**src/rtl/serial_debug_node.sv**
```systemverilog
`default_nettype none
`timescale 1ns/1ps
// ============================================================================
// serial_debug_node: store-forward debug ring node (144-bit frames, R/W reg)
// Revision: 1.0
// ============================================================================
module serial_debug_node #(
  parameter logic [14:0] NODE_ADDR = 15'h0001
) (
  input  logic         clk,
  input  logic         rst_n,
  input  logic [7:0]   prescaler,
  input  logic         debug_in_data,
  input  logic         debug_in_clk,
  output logic         debug_out_data,
  output logic         debug_out_clk,
  output logic [127:0] dbg_out,
  output logic         dbg_write_stb,
  input  logic [127:0] dbg_in,
  output logic         dbg_read_stb
);

  localparam logic [7:0]  FRAME_BITS = 8'd144;
  localparam logic [14:0] BCAST_ADDR = 15'h7FFF;

  typedef enum logic [1:0] {
    ST_RX   = 2'd0,
    ST_PROC = 2'd1,
    ST_TX   = 2'd2
  } state_t;

  state_t       state;
  state_t       state_next;
  logic [1:0]   clk_sync;
  logic         clk_hist;
  logic [1:0]   data_sync;
  logic [143:0] buffer;
  logic [7:0]   bit_cnt;
  logic [7:0]   prescale_cnt;
  logic [7:0]   bits_left;
  logic         in_rise;
  logic         in_bit;
  logic         tick;
  logic         frame_dir;
  logic         addr_match;
  logic         addr_bcast;

  // Clock stages reset high so a released reset never looks like a rising edge.
  always_ff @(posedge clk) begin
    if (!rst_n) begin
      clk_sync  <= 2'b11;
      clk_hist  <= 1'b1;
      data_sync <= 2'b00;
    end else begin
      clk_sync  <= {clk_sync[0], debug_in_clk};
      clk_hist  <= clk_sync[1];
      data_sync <= {data_sync[0], debug_in_data};
    end
  end

  assign in_rise    = ~clk_hist & clk_sync[1];
  assign in_bit     = data_sync[1];
  assign tick       = (prescale_cnt <= 8'd1);
  assign frame_dir  = buffer[143];
  assign addr_match = (buffer[142:128] == NODE_ADDR);
  assign addr_bcast = (buffer[142:128] == BCAST_ADDR);

  always_ff @(posedge clk) begin
    if (!rst_n) state <= ST_RX;
    else        state <= state_next;
  end

  always_comb begin
    state_next = state;
    case (state)
      ST_RX:   if (in_rise && (bit_cnt == FRAME_BITS - 8'd1)) state_next = ST_PROC;
      ST_PROC: state_next = ST_TX;
      ST_TX:   if (tick && debug_out_clk && (bits_left == 8'd0)) state_next = ST_RX;
      default: state_next = ST_RX;
    endcase
  end

  always_ff @(posedge clk) begin
    if (!rst_n) begin
      buffer         <= '0;
      bit_cnt        <= 8'd0;
      prescale_cnt   <= 8'd0;
      bits_left      <= 8'd0;
      debug_out_clk  <= 1'b1;
      debug_out_data <= 1'b0;
      dbg_out        <= '0;
      dbg_write_stb  <= 1'b0;
      dbg_read_stb   <= 1'b0;
    end else begin
      dbg_write_stb <= 1'b0;
      dbg_read_stb  <= 1'b0;
      case (state)
        ST_RX: begin
          if (in_rise) begin
            buffer  <= {buffer[142:0], in_bit};
            bit_cnt <= (bit_cnt == FRAME_BITS - 8'd1) ? 8'd0 : bit_cnt + 8'd1;
          end
        end
        ST_PROC: begin
          if (frame_dir && (addr_match || addr_bcast)) begin
            dbg_out       <= buffer[127:0];
            dbg_write_stb <= 1'b1;
          end
          if (!frame_dir && addr_match) begin
            buffer[127:0] <= dbg_in;
            dbg_read_stb  <= 1'b1;
          end
          prescale_cnt  <= prescaler;
          bits_left     <= FRAME_BITS;
          debug_out_clk <= 1'b1;
        end
        ST_TX: begin
          if (tick) begin
            prescale_cnt <= prescaler;
            // Data changes only while the clock is high, a full half-period before it rises.
            if (debug_out_clk) begin
              debug_out_data <= buffer[143];
              buffer         <= {buffer[142:0], 1'b0};
              if (bits_left != 8'd0) begin
                bits_left     <= bits_left - 8'd1;
                debug_out_clk <= 1'b0;
              end
            end else begin
              debug_out_clk <= 1'b1;
            end
          end else begin
            prescale_cnt <= prescale_cnt - 8'd1;
          end
        end
        default: ;
      endcase
    end
  end

endmodule
`default_nettype wire

```
**config.mk**
```make
export PLATFORM = sky130hd
export DESIGN_NAME = serial_debug_node
export DESIGN_NICKNAME = d
export VERILOG_FILES = /design/src/rtl/serial_debug_node.sv
export SDC_FILE = /design/constraint.sdc
export NUM_CORES = 1
export LEC_CHECK = 0
export ABC_AREA = 1
export CORE_UTILIZATION = 27
export DETAILED_ROUTE_END_ITERATION = 7
export PLACE_DENSITY_LB_ADDON = 0.05
export SLEW_MARGIN = 0
export SYNTH_ARGS = -nofsm -noshare
export SYNTH_HDL_FRONTEND = slang
export SYNTH_SLANG_ARGS = --single-unit
```
**constraint.sdc**
```tcl
create_clock -name clk -period 5.6 [get_ports clk]
set_clock_uncertainty 0.05 [all_clocks]
set_input_delay 1.12 -clock clk [delete_from_list [all_inputs] [get_ports clk]]
set_output_delay 1.12 -clock clk [all_outputs]
set_load 0.005 [all_outputs]
```
# Yosys cells after proc, flatten, opt, wreduce, memory -nomap -nowiden
# Index checks and enable logic that the tools add are counted.
# totals
reg_bits	307
# classes
reduce_logical	22
n_eq_ne	12
bitwise_logic	2
muxes	22
magnitude_cmp	1
addsub	3
# op_table
op	n
144-bit two-way mux	3
128-bit case mux with 3 select lines	1
128-bit two-way mux	1
8-bit two-way mux	5
16-bit case mux with 2 select lines	1
8-bit case mux with 2 select lines	2
8-bit by 1-bit subtractor with 8-bit output (second input constant)	2
15-bit by 1-bit equality test with 1-bit output (second input constant)	1
15-bit equality test (second input constant)	1
2-bit inequality test (second input constant)	7
2-bit AND reduction	5
8-bit by 1-bit adder with 8-bit output (second input constant)	1
8-bit equality test (second input constant)	1
8-bit by 1-bit <= comparator with 1-bit output (second input constant)	1
8-bit zero test	1
4-bit AND reduction	2
8-bit nonzero test	1
2-bit case mux with 3 select lines	1
1-bit logical AND	5
1-bit two-way mux	5
5-bit AND reduction	1
2-bit two-way mux	2
2-bit nonzero test	2
3-bit AND reduction	1
other kinds (9)	9

# Logic depth before layout (Yosys ltp)
# depth
depth_word	5
depth_mapped	12

# Least setup slack after synthesis
# OpenSTA, ideal clock, no wires.
# synth_timing
path_type	input port to flip-flop
from	input rst_n
to	register debug_out_clk
arrival_ns	1.905
slack_ns	3.508
path_stages	4
cell_sequence	clkbuf_1 clkbuf_1 clkbuf_1 o21ai_0
# synth_lines
element	line_no	source
start, declared	11	input logic rst_n,
end signal, assigned	89	debug_out_clk <= 1'b1;
end signal, assigned	115	debug_out_clk <= 1'b1;
end signal, assigned	126	debug_out_clk <= 1'b0;
end, declared	16	output logic debug_out_clk,
# No word-level cell between the ends.

# Worst setup path in the final report
# layout_timing
from	register state[0]
to	register buffer[140]
# layout_between
elab_chain_cells	3
word_cells_on_any_way	8
# layout_lines
element	line_no	source
start, declared	32	state_t state;
start signal, assigned	70	else state <= state_next;
2-bit equality test or 2-bit zero test (tied branches)	97	case (state)
2-bit inequality test (no line) or 2-bit nonzero test (tied branches)	n/a	
4-bit AND reduction (no line)	n/a	
end signal, assigned	100	buffer <= {buffer[142:0], in_bit};
end signal, assigned	123	buffer <= {buffer[142:0], 1'b0};
end, declared	37	logic [143:0] buffer;
# Parallel ways exist; a longest one is shown, timed or not.
# A chain may end at the register's enable or synchronous reset.

==> impl_metrics.csv <==
group,metric,value,unit
worst_hold_path,holdPathStages,2,
worst_setup_path,startpoint,"state[0]$_SDFFE_PN0P_",
timing,fin_crit_sh,56.7,%
final_layout,multi_input_area,7390,um2
global_routing,grt_pass1_wl,81700,um
global_routing,track_usage,17.3,%
worst_setup_path,crit_chain,"inv_1 > ha_4 > buf_4 > nor2_1 > buf_4 > nor2_2 > o21ai_0 > nor2_1",
clocking,ctsHtreeMaxLevel,2,
global_routing,grt_pass1_vias,14375,
power,ir_worst_vdd,204,uV
final_layout,area_growth_syn_to_layout,27.9,%
power,seq_power_share,37.9,%
routing,first_iter_violations,737,
die,die_area,58400,um2
worst_setup_path,cp.depth,8,
worst_setup_path,worstPathArrival,3.61,ns
placed_design,gp_congestion,0.775,
final_layout,post-route-cell-area,19800,um2
yosys,syn_inst,2454,
power,leakagePower,9.18,nW
worst_setup_path,reg2reg_to,"buffer[140]$_SDFFE_PN0P_",
worst_setup_path,r2r-start,"state[0]$_SDFFE_PN0P_",
final_layout,drive_gt1_share,7.42,%
timing,grt_setup_unrepaired,"false",
clocking,hold_buffers,0,
yosys,syn_nets,2604,
yosys,synth_cell_types,28,
die,dieHeight,242,um
worst_setup_path,rrSetupSlack,2.43,ns
timing,worstMarginPinSlew,1.03,ns
placed_design,post-dp-hpwl,30700,um
run_status,status,"finished, final reports clean",
clocking,root_buffer,"clkbuf_16",
yosys,syn-cell-area,15500,um2
placed_design,dp.cells,3335,
power,p_sw_share,35.0,%
routing,firstDrtPassIters,5,
power,power_frac_clock,35.6,%
routing,wl_per_cell,15.1,um
final_layout,antenna_cells,0,
global_routing,antenna_found_initial,2,
global_routing,grt_overflow_total,0,
die,ioPinCount,272,
worst_setup_path,critPathMaxStageDelay,0.84,ns
worst_setup_path,path_max_fanout,86,
clocking,cts_tree,"built",
global_routing,grt_max_degree,138,
worst_setup_path,critical_path.top_delay_family,"buffers and inverters",
final_layout,seq_area,6150,um2
final_layout,nFillCells,6219,
die,start_util,27.4,%
yosys,synth_seq_cells,307,
placed_design,place_area,18500,um2
worst_setup_path,path_buf_inv,3,
routing,drc,0,
timing,finalSetupTns,0,ns
timing,maxSlewHeadroom,31.1,%
yosys,synth_area_per_cell,6.32,um2
clocking,clkSinkCount,307,
clocking,cts_resized,0,
power,p_sw,2.58,mW
worst_setup_path,cp-end-kind,"flop",
timing,slew_viol_final,0,
timing,max_freq,315,MHz
worst_setup_path,crit_type,"flop to flop",
routing,drt_wl_total,51500,um
flow_run,drv_cap,0,
worst_setup_path,crit_required,6.04,ns
clocking,clock_latency,0.56,ns
yosys,yosys-top-cells-area,"dfxtp_1 40%, nand2_1 17%, nor2_1 12%, inv_1 7.2%, nand4_1 5.5%",
final_layout,layout.nets,2772,
clocking,cts_buffer_depth,3,
final_layout,final_cells,3410,
timing,min_period,3.17,ns
worst_setup_path,crit_end,"buffer[140]$_SDFFE_PN0P_",
worst_setup_path,start_kind,"flop",
worst_setup_path,cp_slowest_cell,"ha_4",
timing,hold_viol,0,
final_layout,final_common_cell,"nand2_1",
worst_setup_path,reg2regPathDepth,8,
power,internal_power,4.79,mW
power,comb_power_share,26.5,%
worst_hold_path,worstHoldPathType,"flop to flop",
die,core,56600,um2
die,dieWidth,242,um
power,power_density,371,nW/um2
final_layout,mostFrequentLayoutCells,"700 x nand2_1, 485 x nor2_1, 307 x dfxtp_1",
yosys,yosysWarnings,0,
clocking,clkTransAtPathRegs,0.05,ns
yosys,yosysTopAreaCell,"dfxtp_1",
timing,setup_viol,0,
placed_design,numPortBuffers,271,
die,rows,87,
routing,avgViaCountPerCell,4.42,
clocking,cts_buffers,41,
routing,drtAntennaViolNets,0,
routing,routed-via-count,15057,
clocking,postCtsSetupBuffers,0,
yosys,synth_top_area_share,39.6,%
yosys,ys_seq_area_share,39.6,%
## metal layers
| layer | part of all wire, % | track usage (%) | up-vias |
|---|---|---|---|
| met2 | 46 | 28.3 | 282 |
| met1 | 48 | 23.1 | 6873 |
| met5 | 0.060 | 0 | - |
| li1 | - | - | 7837 |
| met3 | 4.1 | 3.13 | 61 |
| met4 | 1.8 | 4.65 | 4 |
## registers in the layout, indices dropped and copies added (netlist names), 2 cells and up
name	cells
data_sync	2
dbg_out	128
bit_cnt	8
clk_sync	2
bits_left	8
state	2
buffer	144
prescale_cnt	8
## final cells by class
class / instances / share of cell area [%]
clock buffer: 64 / 6.28
clock inverter: 11 / 0.423
inverter: 301 / 5.74
multi-input combinational: 1681 / 37.3
sequential: 307 / 31.0
tap: 756 / 4.77
timing repair buffer: 290 / 14.5
## synth_stat cells (all sizes together)
cell type and count:
dfxtp 307, o211ai 1, nor3 21, a21oi 23, nand4 137, o21ai 161
inv 301, or2 4, nor3b 3, xor2 3, clkbuf 75, nand3 31
ha 10, nor2 581, nand2 705, buf 90, a22oi 1
## tightest hold or removal path, delay by kind of cell (launching register included)
family / cells / cell delay, ns
flip-flops: 1 / 0.31
AND/OR/NAND/NOR: 1 / 0.05
buffers and inverters: 1 / 0.04
## worst min path at each step
stage | to | start
6_report | data_sync[1]$_SDFF_PN0_ | data_sync[0]$_SDFF_PN0_
5_1_grt | clk_sync[1]$_SDFF_PN1_ | clk_sync[0]$_SDFF_PN1_
4_1_cts | data_sync[1]$_SDFF_PN0_ | data_sync[0]$_SDFF_PN0_
3_5_place_dp | clk_sync[1]$_SDFF_PN1_ | clk_sync[0]$_SDFF_PN1_
3_3_place_gp | data_sync[1]$_SDFF_PN0_ | data_sync[0]$_SDFF_PN0_
2_1_floorplan | data_sync[1]$_SDFF_PN0_ | data_sync[0]$_SDFF_PN0_
## power groups by stage
stage / combinational (mW) / clock [mW] / sequential (mW)
6_report: 1.95 / 2.62 / 2.79
5_1_grt: 2.25 / 2.82 / 2.84
4_1_cts: 1.98 / 2.73 / 2.79
3_5_place_dp: 1.97 / 0 / 2.84
3_3_place_gp: 1.96 / 0 / 2.83
2_1_floorplan: 1.58 / 0 / 2.76
## kinds of logic (layout without fill, tap and decap cells)
logic type | count (synthesis) | after routing | synth area share [%]
xor gates and xnor gates | 3 | 3 | 0.170
AOI/OAI and AO/OA | 186 | 186 | 6.06
adders and majority gates | 10 | 10 | 0.807
and+or+nand+nor | 1482 | 1482 | 40.3
buffers and inverters | 466 | 666 | 13.0
DFF | 307 | 307 | 39.6
## stage by stage
stage | hold WS (ns) | utilization (%) | worst slack [ns] | total power [mW]
floorplan | 0.340 | - | 3.51 | 4.34
global placement | 0.354 | 32.7 | 2.46 | 4.79
detailed placement | 0.359 | 32.7 | 2.34 | 4.81
CTS | 0.378 | 35.0 | 2.36 | 7.50
global route | 0.413 | 35.0 | 2.19 | 7.92
finish | 0.372 | 35.0 | 2.43 | 7.36
No activity file was read; power rests on OpenSTA's default activity.
